### config.mk
export PLATFORM = sky130hd
export DESIGN_NAME = gx4000_cpr_loader_flat
export DESIGN_NICKNAME = d
export VERILOG_FILES = /design/src/rtl/gx4000_cpr_loader_if.sv /design/src/rtl/gx4000_cpr_loader.sv /design/src/flat_wrapper.sv
export SDC_FILE = /design/constraint.sdc
export NUM_CORES = 1
export LEC_CHECK = 0
export BUFFER_PORTS_ARGS = -buffer_cell sky130_fd_sc_hd__clkbuf_2
export CORE_MARGIN = 2
export CORE_UTILIZATION = 50
export DETAILED_ROUTE_END_ITERATION = 7
export GPL_ROUTABILITY_DRIVEN = 0
export GPL_TIMING_DRIVEN = 0
export MAX_ROUTING_LAYER = met4
export PLACE_DENSITY = 0.73
export SYNTH_ARGS = -nofsm -noshare
export SYNTH_HDL_FRONTEND = slang
export SYNTH_SLANG_ARGS = --single-unit
### constraint.sdc
create_clock -name clk_sys -period 17.25 [get_ports clk_sys]
set_input_delay 3.45 -clock clk_sys [delete_from_list [all_inputs] [get_ports clk_sys]]
set_output_delay 3.45 -clock clk_sys [all_outputs]
set_load 0.005 [all_outputs]
### src/rtl/gx4000_cpr_loader_if.sv
// -----------------------------------------------------------------------------
// gx4000_cpr_loader_if
// Bundles the HPS ioctl download stream and the cartridge memory write port
// seen by the .CPR loader.
//
//   ioctl_download  download window active for this image
//   ioctl_wr        one-cycle strobe, one image byte on ioctl_dout
//   ioctl_addr      byte index in the image (restart detection only)
//   ioctl_dout      image byte
//   mem_addr        cartridge memory write address (bank*BANK_BYTES+offset)
//   mem_data        write data
//   mem_wr          one-cycle write strobe
//
// master: the side that supplies the image and consumes memory writes.
// slave : the loader itself.
// -----------------------------------------------------------------------------
interface gx4000_cpr_loader_if #(
    parameter int ADDR_W = 19
);
    logic              ioctl_download;
    logic              ioctl_wr;
    logic [24:0]       ioctl_addr;
    logic [7:0]        ioctl_dout;
    logic [ADDR_W-1:0] mem_addr;
    logic [7:0]        mem_data;
    logic              mem_wr;

    modport master (
        output ioctl_download, ioctl_wr, ioctl_addr, ioctl_dout,
        input  mem_addr, mem_data, mem_wr
    );

    modport slave (
        input  ioctl_download, ioctl_wr, ioctl_addr, ioctl_dout,
        output mem_addr, mem_data, mem_wr
    );
endinterface

### src/rtl/gx4000_cpr_loader.sv
// -----------------------------------------------------------------------------
// gx4000_cpr_loader
// Streams a .CPR cartridge image (RIFF "AMS!" container) from the ioctl
// download port, parses it on the fly and issues one memory write per payload
// byte of every "cbNN" chunk at address NN*BANK_BYTES+offset.
//
// Ports:
//   clk_sys      system clock
//   reset        asynchronous, active-high
//   bus          ioctl download stream in, memory write port out (slave side)
//   bank_loaded  bit n set once chunk cbNN with NN==n has been seen
//   busy         parser active (any state except IDLE/DONE/ERROR)
//   done         image parsed OK; held until the next download
//   error        parse failed; held until the next download
//   err_code     1 RIFF tag, 2 AMS! tag, 3 bad bank id, 4 chunk too large,
//                5 truncated image
// -----------------------------------------------------------------------------
module gx4000_cpr_loader #(
    parameter int MAX_BANKS  = 32,
    parameter int BANK_BYTES = 16384,
    parameter int ADDR_W     = 19
) (
    input  logic                clk_sys,
    input  logic                reset,
    gx4000_cpr_loader_if.slave  bus,
    output logic [31:0]         bank_loaded,
    output logic                busy,
    output logic                done,
    output logic                error,
    output logic [2:0]          err_code
);

    localparam int BANK_W = $clog2(MAX_BANKS);
    localparam int OFF_W  = $clog2(BANK_BYTES);

    localparam logic [31:0] RIFF_TAG = 32'h5249_4646;  // "RIFF"
    localparam logic [31:0] FORM_TAG = 32'h414D_5321;  // "AMS!"
    localparam logic [15:0] CB_TAG   = 16'h6362;       // "cb"

    typedef enum logic [3:0] {
        S_IDLE, S_RIFF_ID, S_RIFF_LEN, S_FORM_ID, S_CHUNK_ID, S_CHUNK_LEN,
        S_CHUNK_DATA, S_SKIP, S_PAD, S_DONE, S_ERROR
    } state_t;

    typedef enum logic [2:0] {
        ERR_NONE  = 3'd0,
        ERR_RIFF  = 3'd1,
        ERR_FORM  = 3'd2,
        ERR_BANK  = 3'd3,
        ERR_SIZE  = 3'd4,
        ERR_TRUNC = 3'd5
    } err_t;

    // Registered state
    state_t              state_q,  state_n;
    logic [1:0]          cnt_q,    cnt_n;      // byte index inside 4-byte fields
    logic [23:0]         id_q,     id_n;       // first three chunk id bytes
    logic [23:0]         len_q,    len_n;      // low three length bytes (LE)
    logic [23:0]         remain_q, remain_n;   // payload bytes still to consume
    logic [OFF_W-1:0]    off_q,    off_n;      // write offset inside the bank
    logic [BANK_W-1:0]   bank_q,   bank_n;
    logic                is_cb_q,  is_cb_n;
    logic                odd_q,    odd_n;
    logic [31:0]         bank_loaded_q, bank_loaded_n;
    err_t                err_q,    err_n;
    logic                dl_q;
    logic                mem_wr_q,   wr_n;
    logic [ADDR_W-1:0]   mem_addr_q, waddr_n;
    logic [7:0]          mem_data_q, wdata_n;

    // Input events
    logic       byte_in, restart, fall;
    logic [7:0] din;

    assign din     = bus.ioctl_dout;
    assign byte_in = bus.ioctl_download & bus.ioctl_wr;
    // A rising window or a write to image byte 0 restarts the parse; the byte
    // at address 0 is then consumed as the first "RIFF" byte in the same cycle.
    assign restart = bus.ioctl_download &
                     (~dl_q | (bus.ioctl_wr & (bus.ioctl_addr == 25'd0)));
    assign fall    = ~bus.ioctl_download & dl_q;

    // Chunk id decode on its fourth byte
    logic [31:0] full_id;
    logic [7:0]  dig_hi, dig_lo, bank_val;
    logic        id_is_cb, digits_ok;

    assign full_id   = {id_q, din};
    assign id_is_cb  = (full_id[31:16] == CB_TAG);
    assign dig_hi    = full_id[15:8] - 8'h30;
    assign dig_lo    = full_id[7:0]  - 8'h30;
    // Unsigned wrap makes characters below '0' fail the < 10 test as well.
    assign digits_ok = (dig_hi < 8'd10) && (dig_lo < 8'd10);
    assign bank_val  = dig_hi * 8'd10 + dig_lo;

    function automatic logic [7:0] tag_byte(input logic [31:0] tag, input logic [1:0] idx);
        logic [7:0] b;
        case (idx)
            2'd0:    b = tag[31:24];
            2'd1:    b = tag[23:16];
            2'd2:    b = tag[15:8];
            default: b = tag[7:0];
        endcase
        return b;
    endfunction

    state_t     cur_state;
    logic [1:0] cur_cnt;

    always_comb begin
        // NOTE: every signal written here gets a default first, so no path can leave it unassigned and infer a latch.
        cur_state     = state_q;
        cur_cnt       = cnt_q;
        bank_loaded_n = bank_loaded_q;
        err_n         = err_q;
        if (restart) begin
            cur_state     = S_RIFF_ID;
            cur_cnt       = 2'd0;
            bank_loaded_n = '0;
            err_n         = ERR_NONE;
        end
        state_n  = cur_state;
        cnt_n    = cur_cnt;
        id_n     = id_q;
        len_n    = len_q;
        remain_n = remain_q;
        off_n    = off_q;
        bank_n   = bank_q;
        is_cb_n  = is_cb_q;
        odd_n    = odd_q;
        wr_n     = 1'b0;
        waddr_n  = mem_addr_q;
        wdata_n  = mem_data_q;

        if (fall) begin
            case (cur_state)
                S_IDLE, S_DONE, S_ERROR: ;
                // Only a clean chunk boundary after at least one bank is a
                // complete image.
                S_CHUNK_ID: begin
                    if (cur_cnt == 2'd0 && bank_loaded_q != '0) begin
                        state_n = S_DONE;
                    end else begin
                        state_n = S_ERROR;
                        err_n   = ERR_TRUNC;
                    end
                end
                default: begin
                    state_n = S_ERROR;
                    err_n   = ERR_TRUNC;
                end
            endcase
        end else if (byte_in) begin
            case (cur_state)
                S_RIFF_ID: begin
                    if (din != tag_byte(RIFF_TAG, cur_cnt)) begin
                        state_n = S_ERROR;
                        err_n   = ERR_RIFF;
                    end else begin
                        cnt_n = cur_cnt + 2'd1;
                        if (cur_cnt == 2'd3) state_n = S_RIFF_LEN;
                    end
                end
                S_RIFF_LEN: begin
                    cnt_n = cur_cnt + 2'd1;
                    if (cur_cnt == 2'd3) state_n = S_FORM_ID;
                end
                S_FORM_ID: begin
                    if (din != tag_byte(FORM_TAG, cur_cnt)) begin
                        state_n = S_ERROR;
                        err_n   = ERR_FORM;
                    end else begin
                        cnt_n = cur_cnt + 2'd1;
                        if (cur_cnt == 2'd3) state_n = S_CHUNK_ID;
                    end
                end
                S_CHUNK_ID: begin
                    cnt_n = cur_cnt + 2'd1;
                    id_n  = {id_q[15:0], din};
                    if (cur_cnt == 2'd3) begin
                        if (id_is_cb) begin
                            if (!digits_ok || bank_val >= 8'(MAX_BANKS)) begin
                                state_n = S_ERROR;
                                err_n   = ERR_BANK;
                            end else begin
                                is_cb_n = 1'b1;
                                bank_n  = BANK_W'(bank_val);
                                state_n = S_CHUNK_LEN;
                            end
                        end else begin
                            is_cb_n = 1'b0;
                            state_n = S_CHUNK_LEN;
                        end
                    end
                end
                S_CHUNK_LEN: begin
                    cnt_n = cur_cnt + 2'd1;
                    len_n = {din, len_q[23:8]};
                    if (cur_cnt == 2'd3) begin
                        // len_q holds the low 24 bits; din is the top byte.
                        if (din != 8'd0 || (is_cb_q && len_q > 24'(BANK_BYTES))) begin
                            state_n = S_ERROR;
                            err_n   = ERR_SIZE;
                        end else if (len_q == 24'd0) begin
                            if (is_cb_q) bank_loaded_n[bank_q] = 1'b1;
                            state_n = S_CHUNK_ID;
                        end else begin
                            remain_n = len_q;
                            odd_n    = len_q[0];
                            off_n    = '0;
                            state_n  = is_cb_q ? S_CHUNK_DATA : S_SKIP;
                        end
                    end
                end
                S_CHUNK_DATA, S_SKIP: begin
                    if (cur_state == S_CHUNK_DATA) begin
                        wr_n    = 1'b1;
                        waddr_n = ADDR_W'(bank_q) * ADDR_W'(BANK_BYTES) + ADDR_W'(off_q);
                        wdata_n = din;
                        bank_loaded_n[bank_q] = 1'b1;
                    end
                    off_n    = off_q + 1'b1;
                    remain_n = remain_q - 24'd1;
                    if (remain_q == 24'd1) state_n = odd_q ? S_PAD : S_CHUNK_ID;
                end
                S_PAD:   state_n = S_CHUNK_ID;
                default: ;
            endcase
        end
    end

    // NOTE: sequential state uses non-blocking assignments so every register samples pre-edge values.
    always_ff @(posedge clk_sys or posedge reset) begin
        if (reset) begin
            state_q       <= S_IDLE;
            cnt_q         <= '0;
            id_q          <= '0;
            len_q         <= '0;
            remain_q      <= '0;
            off_q         <= '0;
            bank_q        <= '0;
            is_cb_q       <= 1'b0;
            odd_q         <= 1'b0;
            bank_loaded_q <= '0;
            err_q         <= ERR_NONE;
            dl_q          <= 1'b0;
            mem_wr_q      <= 1'b0;
            mem_addr_q    <= '0;
            mem_data_q    <= '0;
        end else begin
            state_q       <= state_n;
            cnt_q         <= cnt_n;
            id_q          <= id_n;
            len_q         <= len_n;
            remain_q      <= remain_n;
            off_q         <= off_n;
            bank_q        <= bank_n;
            is_cb_q       <= is_cb_n;
            odd_q         <= odd_n;
            bank_loaded_q <= bank_loaded_n;
            err_q         <= err_n;
            dl_q          <= bus.ioctl_download;
            mem_wr_q      <= wr_n;
            mem_addr_q    <= waddr_n;
            mem_data_q    <= wdata_n;
        end
    end

    assign bus.mem_wr   = mem_wr_q;
    assign bus.mem_addr = mem_addr_q;
    assign bus.mem_data = mem_data_q;

    assign bank_loaded = bank_loaded_q;
    assign err_code    = err_q;
    assign done        = (state_q == S_DONE);
    assign error       = (state_q == S_ERROR);
    assign busy        = (state_q != S_IDLE) && (state_q != S_DONE) && (state_q != S_ERROR);

endmodule

### src/flat_wrapper.sv
// flat-port wrapper written by rule: the top's interface ports become plain ports
module gx4000_cpr_loader_flat 
#(
    parameter int MAX_BANKS  = 32,
    parameter int BANK_BYTES = 16384,
    parameter int ADDR_W     = 19
)
  (clk_sys, reset, bank_loaded, busy, done, error, err_code, bus_ioctl_download, bus_ioctl_wr, bus_ioctl_addr, bus_ioctl_dout, bus_mem_addr, bus_mem_data, bus_mem_wr);
  gx4000_cpr_loader_if #(.ADDR_W(ADDR_W)) bus_i ();
  input  logic clk_sys;
  input  logic reset;
  output logic [31:0] bank_loaded;
  output logic busy;
  output logic done;
  output logic error;
  output logic [2:0] err_code;
  input wire logic [$bits(bus_i.ioctl_download)-1:0] bus_ioctl_download;
  input wire logic [$bits(bus_i.ioctl_wr)-1:0] bus_ioctl_wr;
  input wire logic [$bits(bus_i.ioctl_addr)-1:0] bus_ioctl_addr;
  input wire logic [$bits(bus_i.ioctl_dout)-1:0] bus_ioctl_dout;
  output wire logic [$bits(bus_i.mem_addr)-1:0] bus_mem_addr;
  output wire logic [$bits(bus_i.mem_data)-1:0] bus_mem_data;
  output wire logic [$bits(bus_i.mem_wr)-1:0] bus_mem_wr;
  assign bus_i.ioctl_download = bus_ioctl_download;
  assign bus_i.ioctl_wr = bus_ioctl_wr;
  assign bus_i.ioctl_addr = bus_ioctl_addr;
  assign bus_i.ioctl_dout = bus_ioctl_dout;
  assign bus_mem_addr = bus_i.mem_addr;
  assign bus_mem_data = bus_i.mem_data;
  assign bus_mem_wr = bus_i.mem_wr;
  gx4000_cpr_loader #(.MAX_BANKS(MAX_BANKS), .BANK_BYTES(BANK_BYTES), .ADDR_W(ADDR_W)) u_core (.clk_sys(clk_sys), .reset(reset), .bus(bus_i), .bank_loaded(bank_loaded), .busy(busy), .done(done), .error(error), .err_code(err_code));
endmodule
==> impl_metrics.json <==
{
  "dr.first_iter.drc_count": 618,
  "grt_pass1_vias": 7709,
  "swShare_pct": 32.87,
  "period_minus_slack_ns": 7.069,
  "drc_errors": 0,
  "ys_types": 73,
  "worstMarginPinSlew_ns": 1.027,
  "grt_overflow": 0,
  "rsz0062_at_grt": "no",
  "synth_seq_area_share_pct": 46.66,
  "drt-total-wl_um": 23690,
  "min_path_type": "flip-flop to flip-flop",
  "fin_ws_ns": 10.18,
  "clk_pin_slew_ns": 0.07,
  "fmax_mhz": 141.5,
  "synthArstFlopShare_pct": 100.0,
  "fin_crit_sh_pct": 40.98,
  "cts_sinks": 163,
  "ios": 103,
  "clock_latency_ns": 0.43,
  "dr.pass1.iters": 6,
  "rows": 48,
  "comb_power_share_pct": 23.0,
  "core_area_mm2": 0.01718,
  "outcome": "complete, no violations",
  "switching_power_w": 0.0003555,
  "vias": 7763,
  "max_stage_delay_ns": 0.51,
  "maxCapViolations": 0,
  "post_cts_buffers": 0,
  "leakage_nw": 4.912,
  "cp.required_ns": 17.60,
  "setup_viol": 0,
  "crit_family": "compound AO/OA/AOI/OAI gates",
  "syn_area_per_cell_um2": 9.370,
  "start_util_pct": 50.90,
  "crit_top_cell": "clkbuf_1",
  "ir_drop_uv": 102.1,
  "startpoint_type": "input port",
  "drive_above_1_share_pct": 19.48,
  "hold_viol": 0,
  "pre_cts_ws_ns": 9.922,
  "seqPwrFrac_pct": 42.6,
  "htreeDepth": 4,
  "cellPowerDensity_mw_per_mm2": 106.7,
  "ctsResizeCount": 0,
  "crit_buf_inv": 4,
  "grt_pass1_wl_um": 39040,
  "grt_max_degree": 131,
  "finalSetupTns_ns": 0,
  "synth_cells": 933,
  "critical-path-slowest-cell": "a2111oi_0",
  "dieArea_mm2": 0.01856,
  "place_inst": 1261,
  "cts_root_buf": "clkbuf_16",
  "p_int_w": 0.0007260,
  "clock_skew_ns": 0.01227,
  "dp_hpwl_um": 16860,
  "slew_headroom_pct": 31.12,
  "nets": 1120,
  "postCtsHoldBufs": 0,
  "syn2layout_area_growth_pct": 15.93,
  "n_antenna_cell": 0,
  "io_buffer_count": 102,
  "path_class": "input port to flip-flop",
  "antenna_found_initial": 0,
  "critical_path.endpoint_type": "flip-flop",
  "viasPerCell": 6.004,
  "syn_nets": 998,
  "cp_max_fo": 10,
  "p_total_w": 0.001082,
  "cts-buffers-inserted": 17,
  "antenna_left": 0,
  "synth-edff-count": 0,
  "cts_tree": "built",
  "pwr-share-clk_pct": 34.4,
  "hold_slack_ns": 0.4757,
  "die_x_um": 136.2,
  "synth_flop_cell": "dfrtp_1",
  "track_usage_pct": 27.48,
  "yosys_warnings": 0,
  "ys_ff_latch": 163,
  "crit_chain": "clkbuf_2 > nor4_1 > and4_1 > clkbuf_1 > a21oi_1 > clkbuf_1 > nand2_1 > inv_1 > ha_1 > or3_1 > a22oi_1 > o2111ai_1 > a21o_1 > a2111oi_0 > o211ai_1 > o2bb2ai_1",
  "crit_arrival_ns": 7.42,
  "clk_path_buf_depth": 2,
  "synth.cell_area_mm2": 0.008742,
  "fin_cells": 1293,
  "die_h_um": 136.2,
  "slew_violations": 0,
  "wire_per_inst_um": 18.32
}
[state kept, by name (all words and copies together) (netlist names), 2 cells and up]
register and count:
u_core.bank_loaded 32, u_core.bank_q 5, u_core.bus.mem_addr 19, u_core.bus.mem_data 8, u_core.cnt_q 2, u_core.err_code 3, u_core.id_q 24, u_core.len_q 24
u_core.off_q 14, u_core.remain_q 24, u_core.state_q 4
[path summary, 6_finish.rpt]
| path | from | end | slack, ns | depth (start not counted) |
|---|---|---|---|---|
| worst max-delay path | bus_ioctl_addr[13] | u_core.cnt_q[1] | 10.18 | 16 |
| worst min-delay path | u_core.bus.mem_addr[11] | u_core.bus.mem_addr[11] | 0.48 | 2 |
| worst max register to register | u_core.id_q[1] | u_core.bank_q[2] | 13.23 | 12 |
| worst min register to register | u_core.bus.mem_addr[11] | u_core.bus.mem_addr[11] | 0.48 | 2 |
| max in group asynchronous | reset | u_core.id_q[0] | 13.38 | 3 |
| min in group asynchronous | reset | u_core.bus.mem_addr[4] | 2.97 | 2 |
[layout make-up]
type,instances,area (um2)
Inverter,24,97.59
Buffer,51,217.7
Multi-Input combinational cell,695,4355
Timing Repair Buffer,103,538.0
Sequential cell,163,4079
Clock buffer,19,442.9
Tap cell,225,281.5
Clock inverter,13,122.6
Fill cell,1568,7042
[worst register-to-register path: cells and delay by family (launching register included)]
family | cells | cell delay (ns)
flip-flops | 1 | 0.47
AO/OA/AOI/OAI | 1 | 0.14
multiplexers | 1 | 0.41
AND/OR/NAND/NOR | 4 | 1.34
XOR/XNOR | 1 | 0.18
adder cells (fa/ha/maj) | 4 | 1.29
buffers and inverters | 1 | 0.08
[routing by layer]
layer | share of wire [%] | up-vias | wire length [um] | track usage [%]
li1 | - | 3622 | - | -
met1 | 44 | 3790 | 10530 | 36.51
met2 | 48 | 312 | 11270 | 43.13
met3 | 6.3 | 39 | 1488 | 5.593
met4 | 1.7 | 0 | 399 | 7.350
met5 | 0 | - | 0 | -
[power by group through the flow]
stage                     Sequential [W]  Clock [W]  Combinational, W
after CTS                       0.000459   0.000373          0.000246
after global placement          0.000464          0          0.000238
final                           0.000461   0.000372          0.000249
after global routing            0.000467   0.000389          0.000279
after detailed placement        0.000466          0          0.000244
after floorplan                 0.000455          0          0.000179
[cell usage after synthesis, types with 5 or more instances]
| cell type | number | area (um2) |
|---|---|---|
| a211oi_1 | 11 | 82.58 |
| o31a_1 | 5 | 43.79 |
| nor2b_1 | 7 | 43.79 |
| nor3_1 | 26 | 130.1 |
| xor2_1 | 5 | 43.79 |
| inv_1 | 24 | 90.09 |
| dfrtp_1 | 163 | 4079 |
| nand3_1 | 24 | 120.1 |
| nand4_1 | 10 | 62.56 |
| a21oi_1 | 41 | 205.2 |
| mux2_2 | 49 | 551.8 |
| nor4_1 | 29 | 181.4 |
| nand2_1 | 152 | 570.6 |
| and4_1 | 5 | 43.79 |
| or3_1 | 17 | 106.4 |
| a21o_1 | 9 | 67.56 |
| xnor2_1 | 16 | 140.1 |
| a311oi_1 | 6 | 52.55 |
| nor4b_1 | 5 | 43.79 |
| o211ai_1 | 8 | 60.06 |
| a31oi_1 | 6 | 37.54 |
| nor2_1 | 70 | 262.8 |
| ha_1 | 26 | 325.3 |
| clkbuf_1 | 40 | 150.1 |
| o21ai_0 | 75 | 375.4 |
| nand2b_1 | 6 | 37.54 |
| buf_2 | 6 | 30.03 |
[metrics by stage]
stage	cell area [um2]	util (%)
2_1_floorplan	8742	-
3_3_place_gp	9534	55.51
3_5_place_dp	9569	55.71
4_1_cts	10130	59.00
5_1_grt	10130	59.00
6_report	10130	59.00
[layout by cell type (no fill, tap or decap), drive strengths merged, types with 7 or more instances in the layout]
cell type	n
dfrtp	163
clkbuf	161
nand2	152
o21ai	76
nor2	70
mux2	49
a21oi	41
inv	31
nor4	30
nor3	26
ha	26
nand3	24
or3	17
xnor2	16
buf	12
a211oi	11
nand4	10
a21o	9
o211ai	8
nor2b	7
[cells by family after synthesis]
group                    count (synthesis)  synth area share [%]
AO/OA/AOI/OAI                          217                 16.22
XOR/XNOR                                21                 2.104
adder cells (fa/ha/maj)                 28                 4.179
buffers and inverters                   75                 3.521
flip-flops                             163                 46.66
multiplexers                            50                 6.426
AND/OR/NAND/NOR                        379                 20.90
No activity file was read; power rests on OpenSTA's default activity.
